[src/rtl/prog_regular_pulse_gen.sv]
// prog_regular_pulse_gen: programmable periodic/one-shot pulse generator with shadowed period/width config
// Ports: clk, rst_n (async, active-low); en run enable; mode 0=periodic 1=one-shot; trig one-shot start;
//        cfg_we/cfg_period/cfg_width shadow config write; pulse_out, period_done registered outputs;
//        busy high in RUN; cfg_err sticky flag set when the last config write was clamped.
module prog_regular_pulse_gen #(
   parameter int CNT_W          = 8,
   parameter int DEFAULT_PERIOD = 20,
   parameter int DEFAULT_WIDTH  = 1
) (
   input  logic             clk,
   input  logic             rst_n,
   input  logic             en,
   input  logic             mode,
   input  logic             trig,
   input  logic             cfg_we,
   input  logic [CNT_W-1:0] cfg_period,
   input  logic [CNT_W-1:0] cfg_width,
   output logic             pulse_out,
   output logic             period_done,
   output logic             busy,
   output logic             cfg_err
);
   typedef enum logic {IDLE, RUN} state_t;
   localparam logic [CNT_W-1:0] ONE   = CNT_W'(1);
   localparam logic [CNT_W-1:0] TWO   = CNT_W'(2);
   localparam logic [CNT_W-1:0] P_DEF = CNT_W'(DEFAULT_PERIOD);
   localparam logic [CNT_W-1:0] W_DEF = CNT_W'(DEFAULT_WIDTH);
   state_t           state_q, state_d;
   logic [CNT_W-1:0] ph_q, ph_d, p_q, p_d, w_q, w_d, ps_q, ps_d, ws_q, ws_d, p_san, w_san;
   logic             run_mode_q, run_mode_d, err_q, err_d, pulse_q, pulse_d, done_q, done_d;
   logic             start, wrap, load;
   always_comb begin
      p_san      = (cfg_period < TWO) ? TWO : cfg_period;
      w_san      = (cfg_width > p_san - ONE) ? p_san - ONE : cfg_width;
      ps_d       = cfg_we ? p_san : ps_q;
      ws_d       = cfg_we ? w_san : ws_q;
      err_d      = cfg_we ? ((cfg_period < TWO) || (cfg_width > p_san - ONE)) : err_q;
      start      = (state_q == IDLE) && en && (!mode || trig);
      wrap       = (state_q == RUN) && (ph_q == p_q - ONE);
      // shadow is taken from ps_d/ws_d so a write on a start/wrap edge goes straight through
      load       = start || wrap;
      p_d        = load ? ps_d : p_q;
      w_d        = load ? ws_d : w_q;
      run_mode_d = start ? mode : run_mode_q;
      state_d    = (state_q == IDLE) ? (start ? RUN : IDLE)
                                     : ((!en || (wrap && run_mode_q)) ? IDLE : RUN);
      ph_d       = (state_q == RUN && state_d == RUN && !wrap) ? ph_q + ONE : '0;
      // outputs are decoded from next state so the port flops carry the current-cycle value
      pulse_d    = (state_d == RUN) && (ph_d >= p_d - w_d);
      done_d     = (state_d == RUN) && (ph_d == p_d - ONE);
   end
   always_ff @(posedge clk or negedge rst_n) begin
      if (!rst_n) begin
         state_q    <= IDLE;
         ph_q       <= '0;
         run_mode_q <= 1'b0;
         p_q        <= P_DEF;
         w_q        <= W_DEF;
         ps_q       <= P_DEF;
         ws_q       <= W_DEF;
         err_q      <= 1'b0;
         pulse_q    <= 1'b0;
         done_q     <= 1'b0;
      end else begin
         state_q    <= state_d;
         ph_q       <= ph_d;
         run_mode_q <= run_mode_d;
         p_q        <= p_d;
         w_q        <= w_d;
         ps_q       <= ps_d;
         ws_q       <= ws_d;
         err_q      <= err_d;
         pulse_q    <= pulse_d;
         done_q     <= done_d;
      end
   end
   assign pulse_out   = pulse_q;
   assign period_done = done_q;
   assign busy        = (state_q == RUN);
   assign cfg_err     = err_q;
endmodule

[config.mk]
export PLATFORM = sky130hd
export DESIGN_NAME = prog_regular_pulse_gen
export DESIGN_NICKNAME = d
export VERILOG_FILES = /design/src/rtl/prog_regular_pulse_gen.sv
export SDC_FILE = /design/constraint.sdc
export NUM_CORES = 1
export LEC_CHECK = 0
export ABC_CLOCK_PERIOD_IN_PS = 5600
export CORE_ASPECT_RATIO = 2
export CORE_MARGIN = 1
export CORE_UTILIZATION = 58
export DETAILED_ROUTE_END_ITERATION = 7
export PLACE_DENSITY = 0.79
export SYNTH_ARGS = -nofsm -noshare
export SYNTH_HDL_FRONTEND = slang
export SYNTH_SLANG_ARGS = --single-unit
[constraint.sdc]
create_clock -name clk -period 5.6 [get_ports clk]
set_clock_uncertainty 0.05 [all_clocks]
set_input_delay 1.68 -clock clk [delete_from_list [all_inputs] [get_ports clk]]
set_output_delay 1.68 -clock clk [all_outputs]
set_load 0.01 [all_outputs]
### Word-level counts from Yosys, hierarchy flattened

Cells that the tools add are included.

| word-level totals | value |
|---|---|
| flip-flop bits (word level) | 45 |
| bits in latches | 0 |
| memory bits (writable) | 0 |
| ROM bits | 0 |
| input bits | 22 |
| output and inout port bits | 4 |
| logic and storage cells | 46 |
| memories kept | 0 |

| cells by class | value |
|---|---|
| $add $sub $neg | 5 |
| $mul | 0 |
| divide/modulo/power cells | 0 |
| magnitude comparators | 3 |
| equality and inequality tests | 2 |
| shifts and indexed selects | 0 |
| mux-type cells | 10 |
| bitwise logic cells | 1 |
| reduce and logical (&&, ||, !) cells | 15 |

Operator list:

| cell | number |
|---|---|
| $mux 8 | 7 |
| $sub 8x1->8 const B | 3 |
| $eq 8x8->1 | 2 |
| $add 8x1->8 const B | 1 |
| $ge 8x8->1 | 1 |
| $gt 8x8->1 | 1 |
| $logic_and 1x1->1 | 8 |
| $lt 8x2->1 const B | 1 |
| $sub 8x8->8 | 1 |
| $logic_or 1x1->1 | 4 |
| $logic_not 1->1 | 3 |
| $mux 1 | 3 |
| $not 1->1 | 1 |

### Longest topological paths before layout

| depth | value |
|---|---|
| depth in word-level cells | 12 |
| gate-level depth with buffers | 30 |
| mapped depth without buffers | 29 |

### Worst setup path after synthesis

Ideal clock, no wire load.

| timing path | value |
|---|---|
| path type | input to register |
| start point | input port cfg_period[5] |
| end point | register pulse_q, in the netlist pulse_out |
| arrival | 6.773 ns |
| setup slack | -1.343 ns |
| stages on the path | 29 |
| path buffers | 1 |
| path through | nor4_1 -> nand2_1 -> o21ai_0 -> ha_1 -> nand2_1 -> xnor2_1 -> ha_1 -> a21o_1 -> a21oi_1 -> a21o_1 -> a31oi_1 -> clkbuf_1 -> nor2_1 -> a21oi_1 -> mux2i_1 -> mux2_2 -> ha_1 -> inv_1 -> fa_1 -> inv_1 -> ha_1 -> a21o_1 -> a21o_1 -> a21o_1 -> a21o_1 -> a21o_1 -> a21o_1 -> a21oi_1 -> nor2b_1 |

| on the way | value |
|---|---|
| cells in the longest elaborated chain, start to end | 10 |

Ends and longest elaborated chain:

| what | line | RTL |
|---|---|---|
| start: declaration | 16 | `input logic [CNT_W-1:0] cfg_period,` |
| $lt 8x2->1 | 33 | `p_san = (cfg_period < TWO) ? TWO : cfg_period;` |
| $mux 8 * | 33 |  |
| $sub 8x1->8 * | 34 | `w_san = (cfg_width > p_san - ONE) ? p_san - ONE : cfg_width;` |
| $gt 8x8->1 | 34 |  |
| $mux 8 * | 34 |  |
| $mux 8 * | 36 | `ws_d = cfg_we ? w_san : ws_q;` |
| named net ws_d[0] | 29 | `logic [CNT_W-1:0] ph_q, ph_d, p_q, p_d, w_q, w_d, ps_q, ps_d, ws_q, ws_d, p_san, w_san;` |
| $mux 8 * | 43 | `w_d = load ? ws_d : w_q;` |
| named net w_d[0] | 29 |  |
| $sub 8x8->8 * | 49 | `pulse_d = (state_d == RUN) && (ph_d >= p_d - w_d);` |
| $ge 8x8->1 * | 49 |  |
| $logic_and 1x1->1 * | 49 |  |
| named net pulse_d | 30 | `logic run_mode_q, run_mode_d, err_q, err_d, pulse_q, pulse_d, done_q, done_d;` |
| end signal: assignment | 73 | `pulse_q <= pulse_d;` |
| end: declaration | 30 |  |

Mark *: on every way through the listed nets, which the timed path passes. The rest lies on a longest branch.
A chain may end at the register's enable or synchronous reset.

### Worst setup path in the final report

| timing path | value |
|---|---|
| start point | input port cfg_period[3] |
| end point | register pulse_q, in the netlist pulse_out |

Same word-level chain as after synthesis.

==> flow_summary.json <==
{
  "status": "finished with violations",
  "violations": "negative setup slack",
  "crit_path_start_kind": "input port",
  "grt_max_degree": 46,
  "drcViolationCount": 0,
  "worstPathRequired_ns": 5.73,
  "rows": 39,
  "synth-edff-count": 0,
  "finalCriticalPeriod_ns": 6.28,
  "insertion_delay_ns": 0.29,
  "synth_top_area_share": 0.288,
  "syn_area_um2": 3390,
  "power_leakage_nw": 2.02,
  "yosys-top-cells-area": "dfrtp_1 29%, ha_1 10%, xnor2_1 5.9%, mux2i_1 5.9%, mux2_2 5.6%",
  "vias_per_cell": 6.06,
  "setup.worst_path.class": "in -> reg",
  "async_flop_share": 1.00,
  "fin_crit_sh": 1.12,
  "cap_viol_max_count": 0,
  "power_density_nw_per_um2": 446,
  "die_area_um2": 6180,
  "worstMarginPinSlew_ns": 0.983,
  "fp.dieW_um": 56.1,
  "first_pass_iters": 4,
  "synth_cell_types": 59,
  "slowest_stage": "fa_1",
  "cts_tree": "yes",
  "syn_to_final_growth_pct": 30.5,
  "ys.flop_type": "dfrtp_1",
  "drt-total-wl_um": 9660,
  "grt_overflow": 0,
  "seqCellArea_um2": 1130,
  "place_congestion": 0.973,
  "postRouteAntennaNets": 0,
  "dp_slack_ns": -1.36,
  "finalPower_mw": 1.97,
  "max_freq_mhz": 159,
  "htree_levels": 2,
  "endpoint_kind": "register",
  "ios": 26,
  "yosysSeqAreaShare": 0.334,
  "syn_inst": 360,
  "mostFrequentLayoutCells": "52 x buf_4, 39 x dfrtp_1, 32 x inv_1",
  "grt_usage": 0.311,
  "via_count": 3013,
  "path_clk_slew_ns": 0.07,
  "hold_buffers": 0,
  "arrival_ns": 6.40,
  "detailed_place_hpwl_um": 7160,
  "portBuffers": 25,
  "multi_input_area_um2": 2310,
  "drt_iter0_drc": 127,
  "avgSynthCellArea_um2": 9.42,
  "drive_above_1_share": 0.303,
  "fp.dieH_um": 110,
  "ys_seq_elements": 45,
  "critPathMaxStageDelay_ns": 0.48,
  "grt_pass1_vias": 3047,
  "finalHoldViolations": 0,
  "antenna_cells": 0,
  "finalNetCount": 485,
  "numCtsBuffers": 5,
  "relSlewSlack": 0.345,
  "layout_commonest_cell": "buf_4",
  "synth.largest_area_cell": "dfrtp_1",
  "ys.warnings.count": 0,
  "finalWorstSetupSlack_ns": -0.676,
  "rsz0062_at_grt": "true",
  "setup_viol": 1,
  "initial_utilization": 0.599,
  "maxSlewViolCount": 0,
  "routedWlPerCell_um": 19.4,
  "vdd_drop_max_mv": 0.450,
  "nFillCells": 372,
  "synth_nets": 410,
  "antenna_found_initial": 0,
  "cts_max_path_buffers": 2,
  "grt_pass1_wl_um": 14400,
  "clockRootBuffer": "clkbuf_16",
  "crit_path_max_fanout": 4,
  "min_path_type": "reg -> reg",
  "core_area_um2": 5660,
  "critical_path.most_common_cell": "a21o_1",
  "cts.sinks": 45
}
synth_stat cells (2+ instances only):
master and n:
a211oi_1 2, a21o_1 10, a21oi_1 20, a31oi_1 3, a32oi_1 2, and2_1 2, buf_2 4, buf_6 2
clkbuf_1 3, dfrtp_1 39, dfstp_2 6, ha_1 27, inv_1 33, mux2_2 17, mux2i_1 20, nand2_1 15
nand2b_1 5, nand3_1 9, nand4_1 2, nor2_1 31, nor2b_1 6, nor3_1 8, nor4_1 6, o211ai_1 2
o21a_1 5, o21ai_0 14, o221ai_1 2, or2_2 2, or3_1 2, xnor2_1 23, xor2_1 10
layer usage:
layer  vias up  routed length, um  global-route usage
met4         0                830               0.232
met2        91               5310               0.611
met1      1453               3230               0.288
met5         -                  0                   0
met3        48                288              0.0280
li1       1421                  -                   -
layout make-up:
cell class | instances | share of cell area
multi-input combinational | 272 | 0.522
sequential | 45 | 0.256
timing repair buffer | 78 | 0.144
clock buffer | 5 | 0.0283
inverter | 33 | 0.0280
tap | 61 | 0.0172
clock inverter | 3 | 0.00480
report_power, final:
group,switching [mW],internal [mW]
sequential,0.0935,0.416
combinational,0.600,0.576
clock,0.123,0.166
total,0.816,1.16
per-stage QoR:
stage / cells / util / hold slack (ns) / instance area, um^2 / setup TNS (ns)
after floorplan: 360 / - / 0.403 / 3480 / -0.792
after global placement: 477 / 0.714 / 0.417 / 4040 / -1.22
after detailed placement: 477 / 0.714 / 0.417 / 4040 / -1.42
after CTS: 492 / 0.771 / 0.469 / 4370 / -0.559
after global routing: 497 / 0.782 / 0.499 / 4430 / -0.976
final: 497 / 0.782 / 0.486 / 4430 / -0.676
critical path: cells and delay by family:
kind | cells | cell delay, ns
multiplexers | 2 | 0.41
XOR/XNOR | 1 | 0.14
AND/OR/NAND/NOR | 5 | 0.67
buffers and inverters | 4 | 0.33
adder cells (fa/ha/maj) | 5 | 1.41
AO/OA/AOI/OAI | 12 | 1.75
kinds of logic after synthesis:
kind of cell               count (synthesis)  share of synthesized area
buffers and inverters                     43                     0.0535
muxes                                     37                      0.115
AOI/OAI and AO/OA                         76                      0.158
and+or+nand+nor                           98                      0.149
DFF                                       45                      0.334
adders and majority gates                 28                      0.105
xor gates and xnor gates                  33                     0.0852
path summary, 6_finish.rpt:
path                               startpoint  cells past startpoint  slack [ns]        end
worst max-delay path            cfg_period[3]                     29       -0.68  pulse_out
worst min-delay path                   w_q[7]                      1        0.49     w_q[7]
worst max register to register         p_q[0]                     22        0.73  pulse_out
worst min register to register         w_q[7]                      1        0.49     w_q[7]
max in group asynchronous               rst_n                      1        3.38    ps_q[1]
min in group asynchronous               rst_n                      1        1.50     w_q[2]
sequential cells by signal, summed over array words and instances (netlist names), 8 cells and up:
name,count
ps_q,8
w_q,8
ws_q,8
ph_q,8
p_q,8
what timing repair did:
action,CTS,global route
setup endpoints to repair,1,1
gates resized for setup,43,7
setup buffers,7,5
pin swaps,26,17
Note: power is estimated with default switching activity, not from simulation.
